### src/rtl/store_buffer.sv
// store_buffer: a FIFO that queues pipeline stores and writes them into a byte-addressed
// data memory. Loads that exactly hit a queued store get its data forwarded. Loads that
// partially overlap a queued store stall. The block arbitrates the single memory port
// between loads (reads) and drains (writes).
module store_buffer #(
  parameter int unsigned Depth = 4
) (
  input  logic                    clock,
  input  logic                    ResetN,
  input  logic                    StoreValid,
  input  logic [31:0]             StoreAddress,
  input  logic [31:0]             StoreData,
  output logic                    StoreReady,
  input  logic                    LoadValid,
  input  logic [31:0]             LoadAddress,
  output logic [31:0]             LoadData,
  output logic                    LoadHit,
  output logic                    LoadStall,
  output logic                    MemoryRead,
  output logic                    MemoryWrite,
  output logic [31:0]             MemAddress,
  output logic [31:0]             MemWriteData,
  input  logic [31:0]             MemReadData,
  output logic [$clog2(Depth):0]  Count,
  output logic                    Empty
);

  localparam int unsigned PtrW = $clog2(Depth);

  logic [31:0]     addr_q [Depth];
  logic [31:0]     data_q [Depth];
  logic [PtrW-1:0] head_q, tail_q;
  logic [PtrW:0]   count_q;

  logic            full, push, drain, load_own;
  logic            overlap, overlap_exact;
  logic [31:0]     overlap_data;
  logic [PtrW-1:0] idx;
  logic [31:0]     diff;

  assign full       = (count_q == (PtrW+1)'(Depth));
  assign push       = StoreValid & ~full;
  assign StoreReady = ~full;
  assign Count      = count_q;
  assign Empty      = (count_q == '0);

  // Scan valid entries oldest to youngest; the last overlapping one (youngest) wins.
  always_comb begin
    overlap       = 1'b0;
    overlap_exact = 1'b0;
    overlap_data  = '0;
    idx           = '0;
    diff          = '0;
    for (int unsigned k = 0; k < Depth; k++) begin
      idx  = head_q + PtrW'(k);
      diff = LoadAddress - addr_q[idx];
      if ((PtrW+1)'(k) < count_q) begin
        // Word accesses overlap when the byte distance is within +/-3 (mod 2^32).
        if (diff == 32'd0) begin
          overlap       = 1'b1;
          overlap_exact = 1'b1;
          overlap_data  = data_q[idx];
        end else if (diff <= 32'd3 || diff >= 32'hFFFF_FFFD) begin
          overlap       = 1'b1;
          overlap_exact = 1'b0;
          overlap_data  = '0;
        end
      end
    end
  end

  // Load resolution and memory port arbitration; a non-overlapping load owns the port.
  always_comb begin
    load_own     = LoadValid & ~overlap;
    drain        = ~load_own & (count_q != '0);
    LoadHit      = 1'b0;
    LoadStall    = 1'b0;
    LoadData     = '0;
    MemoryRead   = 1'b0;
    MemoryWrite  = 1'b0;
    MemAddress   = '0;
    MemWriteData = '0;
    if (LoadValid) begin
      if (overlap && overlap_exact) begin
        LoadHit  = 1'b1;
        LoadData = overlap_data;
      end else if (overlap) begin
        LoadStall = 1'b1;
      end else begin
        LoadData = MemReadData;
      end
    end
    if (load_own) begin
      MemoryRead = 1'b1;
      MemAddress = LoadAddress;
    end else if (drain) begin
      MemoryWrite  = 1'b1;
      MemAddress   = addr_q[head_q];
      MemWriteData = data_q[head_q];
    end
  end

  // Pointer and occupancy state; reset discards all queued stores.
  always_ff @(posedge clock or negedge ResetN) begin
    if (!ResetN) begin
      head_q  <= '0;
      tail_q  <= '0;
      count_q <= '0;
    end else begin
      if (push)  tail_q <= tail_q + 1'b1;
      if (drain) head_q <= head_q + 1'b1;
      if (push && !drain)      count_q <= count_q + 1'b1;
      else if (!push && drain) count_q <= count_q - 1'b1;
    end
  end

  // Entry payload needs no reset: entries are only read when counted as valid.
  always_ff @(posedge clock) begin
    if (push) begin
      addr_q[tail_q] <= StoreAddress;
      data_q[tail_q] <= StoreData;
    end
  end

endmodule
### config.mk
export PLATFORM = sky130hd
export DESIGN_NAME = store_buffer
export DESIGN_NICKNAME = d
export VERILOG_FILES = /design/src/rtl/store_buffer.sv
export SDC_FILE = /design/constraint.sdc
export NUM_CORES = 1
export LEC_CHECK = 0
export ABC_AREA = 0
export BUFFER_PORTS_ARGS = -buffer_cell sky130_fd_sc_hd__buf_2
export CORE_ASPECT_RATIO = 0.5
export CORE_MARGIN = 2
export CORE_UTILIZATION = 35
export DETAILED_ROUTE_END_ITERATION = 10
export HOLD_SLACK_MARGIN = 0.15
export PLACE_DENSITY_LB_ADDON = 0.08
export SETUP_SLACK_MARGIN = 0.3
export SLEW_MARGIN = 20
export SYNTH_ARGS = -nofsm -noshare
export SYNTH_HDL_FRONTEND = slang
export SYNTH_SLANG_ARGS = --single-unit
### constraint.sdc
create_clock -name clock -period 7.4 [get_ports clock]
set_input_delay 1.48 -clock clock [delete_from_list [all_inputs] [get_ports clock]]
set_output_delay 1.48 -clock clock [all_outputs]
set_load 0.03 [all_outputs]
==> metrics.md <==
| Metric | Value |
|---|---|
| Outcome | finished, violations left |
| Violated checks | negative setup slack |
| Total congestion overflow | 0 |
| Synth Cell Area | 26900 µm² |
| Initial antenna violation count | 12 |
| Req. time, crit path | 5.92 ns |
| Synth top area share | 0.286 |
| Post-synth top area cell | edfxtp_1 |
| Slew @ Worst Pin | 1.07 ns |
| Fin cells | 5216 |
| Min Tclk post-route | 7.79 ns |
| Largest family of logic cells by synthesized area | compound AO/OA/AOI/OAI gates |
| Cell count after synthesis | 3208 |
| Critical path peak fanout | 13 |
| Layout cell share with drive strength beyond 1 | 0.420 |
| Most frequent cells in the layout | buf_4 (838), nand2_1 (278), edfxtp_1 (256), nor2_1 (208), a21oi_1 (202) |
| Ys flop type | edfxtp_1 |
| M1 GR Usage | 0.412 |
| Area after DPL | 35600 µm² |
| Final setup fails | 98 |
| Post-synthesis mux area share | 0.0972 |
| Root Driver | clkbuf_16 |
| Clk sinks | 263 |
| Avg Inst Size Synth | 8.39 µm² |
| Die Y | 200 µm |
| Fmax | 128 MHz |
| DR WL/cell | 23.0 µm |
| CP Buf/Inv Count | 7 |
| # fillers | 7038 |
| Total via count in the routed design | 29997 |
| Drt pass-1 iters | 5 |
| Worst Hold Class | flip-flop to flip-flop |
| Iteration-0 DRC Markers | 2690 |
| Leak | 16.6 nW |
| GRT met3 Usage | 0.0342 |
| Startpoint Class | flip-flop |
| CP Cell Sequence | buf_6 -> buf_16 -> mux2i_4 -> nand2_1 -> o21ai_0 -> buf_4 -> ha_4 -> o211ai_1 -> a21oi_2 -> or4_1 -> nand3_1 -> nand4_1 -> or4b_4 -> or4_4 -> nor3_1 -> a32o_2 -> a2111oi_4 -> buf_6 -> buf_12 -> buf_16 -> o31ai_4 -> buf_6 |
| Final Cycle Share | 1.05 |
| Seq/Total Area, Yosys | 0.292 |
| Synthesis-to-finish area growth | 50.9% |
| Final hold violations | 0 |
| Final non-filler cell area | 40600 µm² |
| Final Max Slew Viols | 0 |
| Htree depth | 1 |
| Die X | 396 µm |
| Worst-path clk slew | 0.06 ns |
| Largest net degree at the start of global routing | 165 |
| Post-Synth Adder-Cell Area | 0.0648 |
| RSZ-0062 raised after global routing | true |
| CTS tree | built |
| YS warnings | 0 |
| Placer Congestion | 0.931 |
| Port Buf Inserts | 236 |
| Drc violations | 0 |
| Hold buffers post-CTS | 0 |
| Crit path top cell by count | buf_6 |
| Cell Rows | 71 |
| Max cap viols | 0 |
| Core box area | 75600 µm² |
| Grt peak-use layer | met2 |
| Starting Density | 0.356 |
| Crit end category | output pin |
| Nets@finish | 4440 |
| Post-synthesis compound-gate area fraction | 0.270 |
| Final wirelength | 120000 µm |
| Slew HR | 0.285 |
| Crit Path Class | flip-flop to output pin |
| Hold Slack | 0.615 ns |
| Vias in the first global route | 28215 |
| Die Footprint | 79200 µm² |
| Synth unique cells | 98 |
| M2 GR Usage | 0.462 |
| Simple-gate share of the synthesized area | 0.199 |
| PD cells | 561 nW/µm² |
| GRT Total Usage | 0.288 |
| Number of synthesized register bits | 263 |
| Delay-heaviest family, CP | simple AND/OR/NAND/NOR gates |
| Max stage delay on crit path | 0.61 ns |
| Post-synth EDFFs | 256 |
| Async SR Flop Fraction | 0.0266 |
| Num ports | 237 |
| Setup TNS | -26.13 ns |
| Post-DP HPWL | 91800 µm |
| Peak supply drop | 0.000397 V |
| First-pass GRT wire length | 173000 µm |
| Clock Latency Late Sink | 0.61 ns |
| Crit path DAT | 6.31 ns |
| Post-Syn Nets | 3477 |
| Worst Setup Slack, final | -0.389 ns |
| Dpl cells | 5073 |
| Post-synthesis xor/xnor area fraction | 0.0254 |
| Max Root-Sink Buffers | 3 |
| Clock skew | 0.0165 ns |
| Area contributors post-synth | edfxtp_1 (29%), ha_1 (6.2%), mux2i_1 (5.3%), a21oi_1 (5.2%), o21ai_0 (4.1%) |
| TritonCTS buffer count | 29 |
| Commonest non-fill, non-tap cell in the layout | buf_4 |
| Routed Antenna Nets | 0 |
| Slowest cell on crit path | dfrtp_4 |
| Drt via density | 5.75 |
-- worst register-to-register path, stage by stage, from the launching register on --
cell,delay (ns)
dfrtp_4,0.61
buf_6,0.20
buf_16,0.14
mux2i_4,0.24
nand2_1,0.06
o21ai_0,0.07
buf_4,0.20
ha_4,0.23
o211ai_1,0.26
a21oi_2,0.11
or4_1,0.51
nand3_1,0.12
nand4_1,0.10
or4b_4,0.50
or4_4,0.56
nor3_1,0.21
a32o_2,0.35
a2111oi_4,0.15
nor2_4,0.17
clkinv_2,0.11
buf_8,0.19
ha_1,0.24
mux2i_1,0.15
nor2_1,0.07
xor2_1,0.13
-- per-stage QoR --
stage	utilization	worst slack [ns]	power, mW
after detailed placement	0.471	-1.24	18.9
after global placement	0.471	-1.26	18.9
final	0.537	-0.389	22.8
after CTS	0.512	-0.377	21.6
after floorplan	-	0.284	11.4
after global routing	0.537	-0.536	24.3
-- state kept, by name, summed over array words and instances, names as in the netlist --
name / count
tail_q: 2
head_q: 2
addr_q: 128
data_q: 128
Count: 3
-- Yosys cell counts (43+ instances only) --
cell / n
nand2_1: 285
nand4_1: 52
xnor2_1: 43
ha_1: 133
mux2i_1: 142
edfxtp_1: 256
inv_1: 131
mux2_2: 90
nor2_1: 216
and2_1: 43
o21ai_0: 221
nand3_1: 58
a21o_1: 45
a211oi_1: 73
o22ai_1: 61
clkbuf_1: 146
o31ai_1: 45
nor2b_1: 46
nor3_1: 142
a21oi_1: 277
-- metal layers --
metal,vias up,share of wire
li1,14236,-
met1,14688,0.46
met2,900,0.44
met3,165,0.065
met4,8,0.028
met5,-,0.00050
-- repair_timing --
action                     in CTS  in global routing
buffers inserted               46                 27
setup endpoints to repair     100                100
cloned                         10                  6
gates resized for setup       407                332
pin swaps                      65                103
-- cells by family after synthesis --
kind of cell	Yosys count
AO/OA/AOI/OAI	1080
AND/OR/NAND/NOR	1060
buffers and inverters	350
flip-flops	263
multiplexers	240
adder cells (fa/ha/maj)	137
XOR/XNOR	78
-- report_power, final --
part	switching, mW	internal (mW)	leakage (nW)
registers	0.194	1.98	2.43
clock network	0.641	0.719	0.408
logic	10.4	8.88	13.7
-- path summary, 6_finish.rpt --
path / end / slack [ns] / cells after the start / start
worst max-delay path: MemAddress[8] / -0.39 / 22 / head_q[1]
worst max register to register: Count[2] / 1.59 / 24 / head_q[1]
max in group asynchronous: head_q[1] / 6.50 / 1 / ResetN
worst min register to register: Count[0] / 0.61 / 1 / Count[0]
worst min-delay path: Count[0] / 0.61 / 1 / Count[0]
min in group asynchronous: tail_q[1] / 0.70 / 1 / ResetN
-- cell type report --
cell class              instances  area (µm²)  area share
multi-input cells            2595       20500       0.505
repair buffers               1148        9570       0.236
flip-flops and latches        263        7870       0.194
well taps                    1022        1280      0.0315
clock buffers                  36         752      0.0185
inverters                     134         518      0.0128
clock inverters                15        88.8     0.00219
diodes                          3        7.51    0.000185
Power figures use the tool's default switching activity.
